===== config.mk =====
export PLATFORM = sky130hd
export DESIGN_NAME = restoring_divider
export DESIGN_NICKNAME = d
export VERILOG_FILES = /design/src/rtl/restoring_divider.sv
export SDC_FILE = /design/constraint.sdc
export NUM_CORES = 1
export LEC_CHECK = 0
export CAP_MARGIN = 20
export CORE_MARGIN = 10
export CORE_UTILIZATION = 45
export DETAILED_ROUTE_END_ITERATION = 12
export GPL_TIMING_DRIVEN = 0
export PLACE_DENSITY_LB_ADDON = 0.1
export SLEW_MARGIN = 40
export SYNTH_ARGS = -nofsm -noshare
export SYNTH_HDL_FRONTEND = slang
export SYNTH_SLANG_ARGS = --single-unit
export TNS_END_PERCENT = 50

===== constraint.sdc =====
create_clock -name clk -period 5.8 [get_ports clk]
set_input_delay 0.87 -clock clk [delete_from_list [all_inputs] [get_ports clk]]
set_output_delay 0.87 -clock clk [all_outputs]
set_load 0.01 [all_outputs]

===== src/rtl/restoring_divider.sv =====
// Iterative unsigned restoring divider with a start/done handshake, one quotient bit per clock.
// Build option: define DIV_EARLY_EXIT_EN to finish dividend<=divisor cases in one cycle.
module restoring_divider #(
  parameter int WIDTH = 32,
  parameter int CNT_W = 6
) (
  input  logic             clk,
  input  logic             reset,
  input  logic             op_start,
  input  logic             op_clear,
  input  logic [WIDTH-1:0] dividend,
  input  logic [WIDTH-1:0] divisor,
  output logic             busy,
  output logic             op_done,
  output logic [WIDTH-1:0] quotient,
  output logic [WIDTH-1:0] remainder,
  output logic             div_by_zero
);

  typedef enum logic [1:0] {IDLE, CALC, DONE} state_t;

  localparam logic [CNT_W-1:0] CNT_INIT = CNT_W'(WIDTH);

  state_t           r_state;
  logic [CNT_W-1:0] r_cnt;
  logic [WIDTH-1:0] r_d;
  logic [WIDTH-1:0] r_q;
  logic [WIDTH-1:0] r_r;

  logic             w_accept;
  logic             w_dz;
  logic [WIDTH:0]   w_trial;
  logic [WIDTH:0]   w_diff;
  logic             w_ge;
  logic [WIDTH-1:0] w_r_next;
  logic [WIDTH-1:0] w_q_next;
  logic             w_short_lt;
  logic             w_short_eq;

  assign w_accept = op_start && (r_state != CALC);
  assign w_dz     = (divisor == '0);

  // Trial subtract is WIDTH+1 bits so the bit shifted out of R is kept
  // (matters whenever the divisor MSB is set).
  assign w_trial  = {r_r, r_q[WIDTH-1]};
  assign w_diff   = w_trial - {1'b0, r_d};
  assign w_ge     = ~w_diff[WIDTH];
  assign w_r_next = w_ge ? w_diff[WIDTH-1:0] : w_trial[WIDTH-1:0];
  assign w_q_next = {r_q[WIDTH-2:0], w_ge};

`ifdef DIV_EARLY_EXIT_EN
  assign w_short_lt = (dividend < divisor);
  assign w_short_eq = (dividend == divisor);
`else
  assign w_short_lt = 1'b0;
  assign w_short_eq = 1'b0;
`endif

  always_ff @(posedge clk) begin
    if (reset || op_clear) begin
      r_state     <= IDLE;
      r_cnt       <= '0;
      r_d         <= '0;
      r_q         <= '0;
      r_r         <= '0;
      busy        <= 1'b0;
      op_done     <= 1'b0;
      quotient    <= '0;
      remainder   <= '0;
      div_by_zero <= 1'b0;
    end else begin
      case (r_state)
        IDLE, DONE: begin
          if (w_accept) begin
            if (w_dz) begin
              r_state     <= DONE;
              busy        <= 1'b0;
              op_done     <= 1'b1;
              quotient    <= '1;
              remainder   <= dividend;
              div_by_zero <= 1'b1;
            end else if (w_short_lt || w_short_eq) begin
              r_state     <= DONE;
              busy        <= 1'b0;
              op_done     <= 1'b1;
              quotient    <= w_short_eq ? WIDTH'(1) : '0;
              remainder   <= w_short_eq ? '0 : dividend;
              div_by_zero <= 1'b0;
            end else begin
              r_state     <= CALC;
              r_d         <= divisor;
              r_q         <= dividend;
              r_r         <= '0;
              r_cnt       <= CNT_INIT;
              busy        <= 1'b1;
              op_done     <= 1'b0;
              div_by_zero <= 1'b0;
            end
          end
        end
        CALC: begin
          // op_start is ignored here; results stay frozen until the last bit lands.
          r_q   <= w_q_next;
          r_r   <= w_r_next;
          r_cnt <= r_cnt - 1'b1;
          if (r_cnt == CNT_W'(1)) begin
            r_state   <= DONE;
            busy      <= 1'b0;
            op_done   <= 1'b1;
            quotient  <= w_q_next;
            remainder <= w_r_next;
          end
        end
        default: begin
          r_state <= IDLE;
          busy    <= 1'b0;
          op_done <= 1'b0;
        end
      endcase
    end
  end

endmodule


==> flow_summary.ini <==
[outcome]
status = finished, final reports clean

[synth]
synth_seq_area_share = 0.3838
synth_top_area_share = 0.3838
synth_area_leaders = dfxtp_1 38%, nand2_1 8.0%, a21oi_1 6.8%, nor2_1 5.8%, ha_1 4.8%
syn_area_sq_um = 8816
synth_commonest_cells = 187 x nand2_1, 169 x dfxtp_1, 137 x nor2_1, 120 x a21oi_1, 73 x clkbuf_1
async_flop_share = 0
synth_flop_cell = dfxtp_1
ys_ff_latch = 169
synth_top_area_cell = dfxtp_1
syn_inst = 1138
yosys_warnings = 0
synth_most_common_cell = nand2_1
ys_types = 60
avgSynthCellArea_sq_um = 7.747
syn_nets = 1241
synth_edf_count = 0

[clock_network]
cts-root-buf = clkbuf_16
clk_latency_ns = 0.44
post_cts_buffers = 0
clockBufferDepth = 2
cts_made_buffers = 17
holdBufCountCts = 0
cts_max_level = 4
cts_resized = 0
cts.clk_slew.worst_paths_ns = 0.07
cts_tree = yes
cts_sinks = 169

[timing]
max_slew_margin = 0.3991
worstMarginPinSlew_ns = 0.9013
finalCritPeriodShare = 0.6586
rsz0062_at_grt = false
final.setup.tns_ns = 0
hold_viol = 0
setup_viol = 0
finClkSkew_ns = 0.01294
period_needed_ns = 3.820
max_freq_mhz = 261.8
slew_viol_final = 0

[placed_design]
placed_cells = 1537
portBuffers = 134
dp_hpwl_um = 22950
gp_routability_congestion = 0.8994

[final_layout]
drive_gt1_frac = 0.04371
nets = 1394
finalNonFillerCells = 1569
area_growth_syn_to_layout_pct = 25.63
antenna_cells = 0

[global_routing]
grt_pass1_wl_um = 46600
grt_pass1_vias = 8584
track_usage = 0.2254
grt_start_max_net_pins = 19
grt_antenna_before_repair = 0
grt-ovfl-total = 0

[worst_setup_path]
cpMostUsedCell = clkbuf_1
cp-end-kind = register
crit_slowest_cell = clkbuf_1
worstSetupPathType = in -> reg
cp_top_family = buffers and inverters
required_ns = 6.14
path_cells = clkdlybuf4s50_1 -> nor4_1 -> nand4_1 -> nor2_1 -> or2_1 -> clkbuf_1 -> clkbuf_1 -> nand2_1 -> a311oi_1
cp.arrival_ns = 4.16
startpoint_type = input pin
cp_slowest_stage_delay_ns = 0.69
cp_num_buf_inv = 3
worstPathMaxFanout = 10

[hold_path]
hp-class = reg -> reg

[power]
finalPower_mw = 2.900
ir_drop_uv = 235.7
swShare = 0.3159
switching_power_mw = 0.9160
clkPwrFrac = 0.395
p_per_area_nw_per_um2 = 261.8
p_seq_frac = 0.412
p_leak_nw = 3.990
p_comb_frac = 0.193
internal_power_mw = 1.984

[flow_run]
cap_violations = 0

[route]
routed_wl_um = 29640
route.layer.met1.wl_um = 12960
drt-initial-drc-count = 630
num_vias = 8768
dr_wl_met2_um = 13970
drc = 0
route.met3.wl_um = 2164
viasPerCell = 5.588
wl_per_cell_um = 18.89
drtPass1Iterations = 6
top_layer_used = met4
ant_nets = 0

[floorplanning]
core_area_sq_um = 19400
initial_utilization = 0.4545
dieArea_sq_um = 25590
io_pins = 135
rows = 51
die_w_um = 160.0
die_y_um = 160.0
cells in the final DEF, fill, tap and decap left out, drive strengths merged, types with 3 or more instances in the layout:
cell type,synthesis,final
clkdlybuf4s50,0,134
a311oi,34,34
nand3,28,28
ha,34,34
nor2b,8,8
nand3b,3,3
nor4,9,9
a31o,6,6
a2111oi,6,6
o21ai,43,43
mux2,3,3
a21o,20,20
a211o,3,3
nand2b,10,10
clkinv,0,5
nand2,187,187
nor3,19,19
nor2,138,138
o21a,17,17
o31ai,7,7
clkbuf,73,91
mux2i,22,22
o211ai,10,10
a211oi,38,38
nand4,7,7
dfxtp,169,169
buf,11,11
xor2,12,12
a21oi,120,120
inv,42,51
o21bai,4,4
a31oi,11,11
a311o,3,3
or2,4,4
xnor2,16,16
power by group through the flow:
stage / Sequential, mW / Combinational [mW] / Clock (mW)
4_1_cts: 1.20 / 0.552 / 1.16
3_3_place_gp: 1.22 / 0.547 / 0
6_report: 1.20 / 0.559 / 1.15
5_1_grt: 1.20 / 0.605 / 1.21
2_1_floorplan: 1.22 / 0.363 / 0
3_5_place_dp: 1.22 / 0.549 / 0
worst reg2reg max path, stage by stage (launching register included):
cell and delay (ns):
dfxtp_1 0.42, inv_1 0.07, ha_1 0.21, fa_1 0.41
nand2b_1 0.19, a21oi_1 0.28, nor2_1 0.12, o31ai_1 0.48
a31oi_1 0.30, o31ai_1 0.33, xor2_1 0.21, mux2i_1 0.16
a2111oi_2 0.36
kinds of logic after synthesis:
logic type	count (synthesis)	synth area share
muxes	25	0.02881
AOI/OAI and AO/OA	335	0.2519
and+or+nand+nor	420	0.2004
DFF	169	0.3838
buffers and inverters	126	0.05677
xor gates and xnor gates	28	0.02782
adders and majority gates	35	0.05053
flip-flops by register name (all words and copies together) (netlist names):
| name | flops |
|---|---|
| r_q | 32 |
| op_done | 1 |
| quotient | 32 |
| r_state | 1 |
| div_by_zero | 1 |
| remainder | 32 |
| r_cnt | 6 |
| r_d | 32 |
| r_r | 32 |
final timing paths:
| path | from | endpoint | slack, ns | depth (start not counted) |
|---|---|---|---|---|
| hold reg to reg | r_d[29] | r_d[29] | 0.46 | 2 |
| setup reg to reg | r_q[31] | remainder[26] | 2.14 | 12 |
| setup / recovery | divisor[31] | r_q[26] | 1.98 | 9 |
| hold / removal | r_d[29] | r_d[29] | 0.46 | 2 |
per-layer routing:
metal | global-route usage | vias to the layer above
li1 | - | 4324
met5 | 0 | -
met1 | 0.2871 | 4128
met4 | 0.06052 | 0
met2 | 0.3740 | 283
met3 | 0.05219 | 33
final cells by class:
type                    instances  area, sq um
plain buffers                  84        342.8
clock buffers                  18        439.2
clock inverters                14        147.6
fillers                      1890         8323
inverters                      42        157.7
multi-input cells             843         4932
flip-flops and latches        169         3383
well taps                     265        331.6
repair buffers                134         1341
metrics by stage:
stage	util	instance area [sq um]	worst slack [ns]	hold slack (ns)
finish	0.5709	11080	1.980	0.4551
global route	0.5709	11080	1.896	0.4756
CTS	0.5709	11080	2.079	0.4564
detailed placement	0.5407	10490	1.670	0.4467
global placement	0.5407	10490	1.720	0.4424
floorplan	-	8816	2.901	0.4363
No activity file was read; power rests on OpenSTA's default activity.
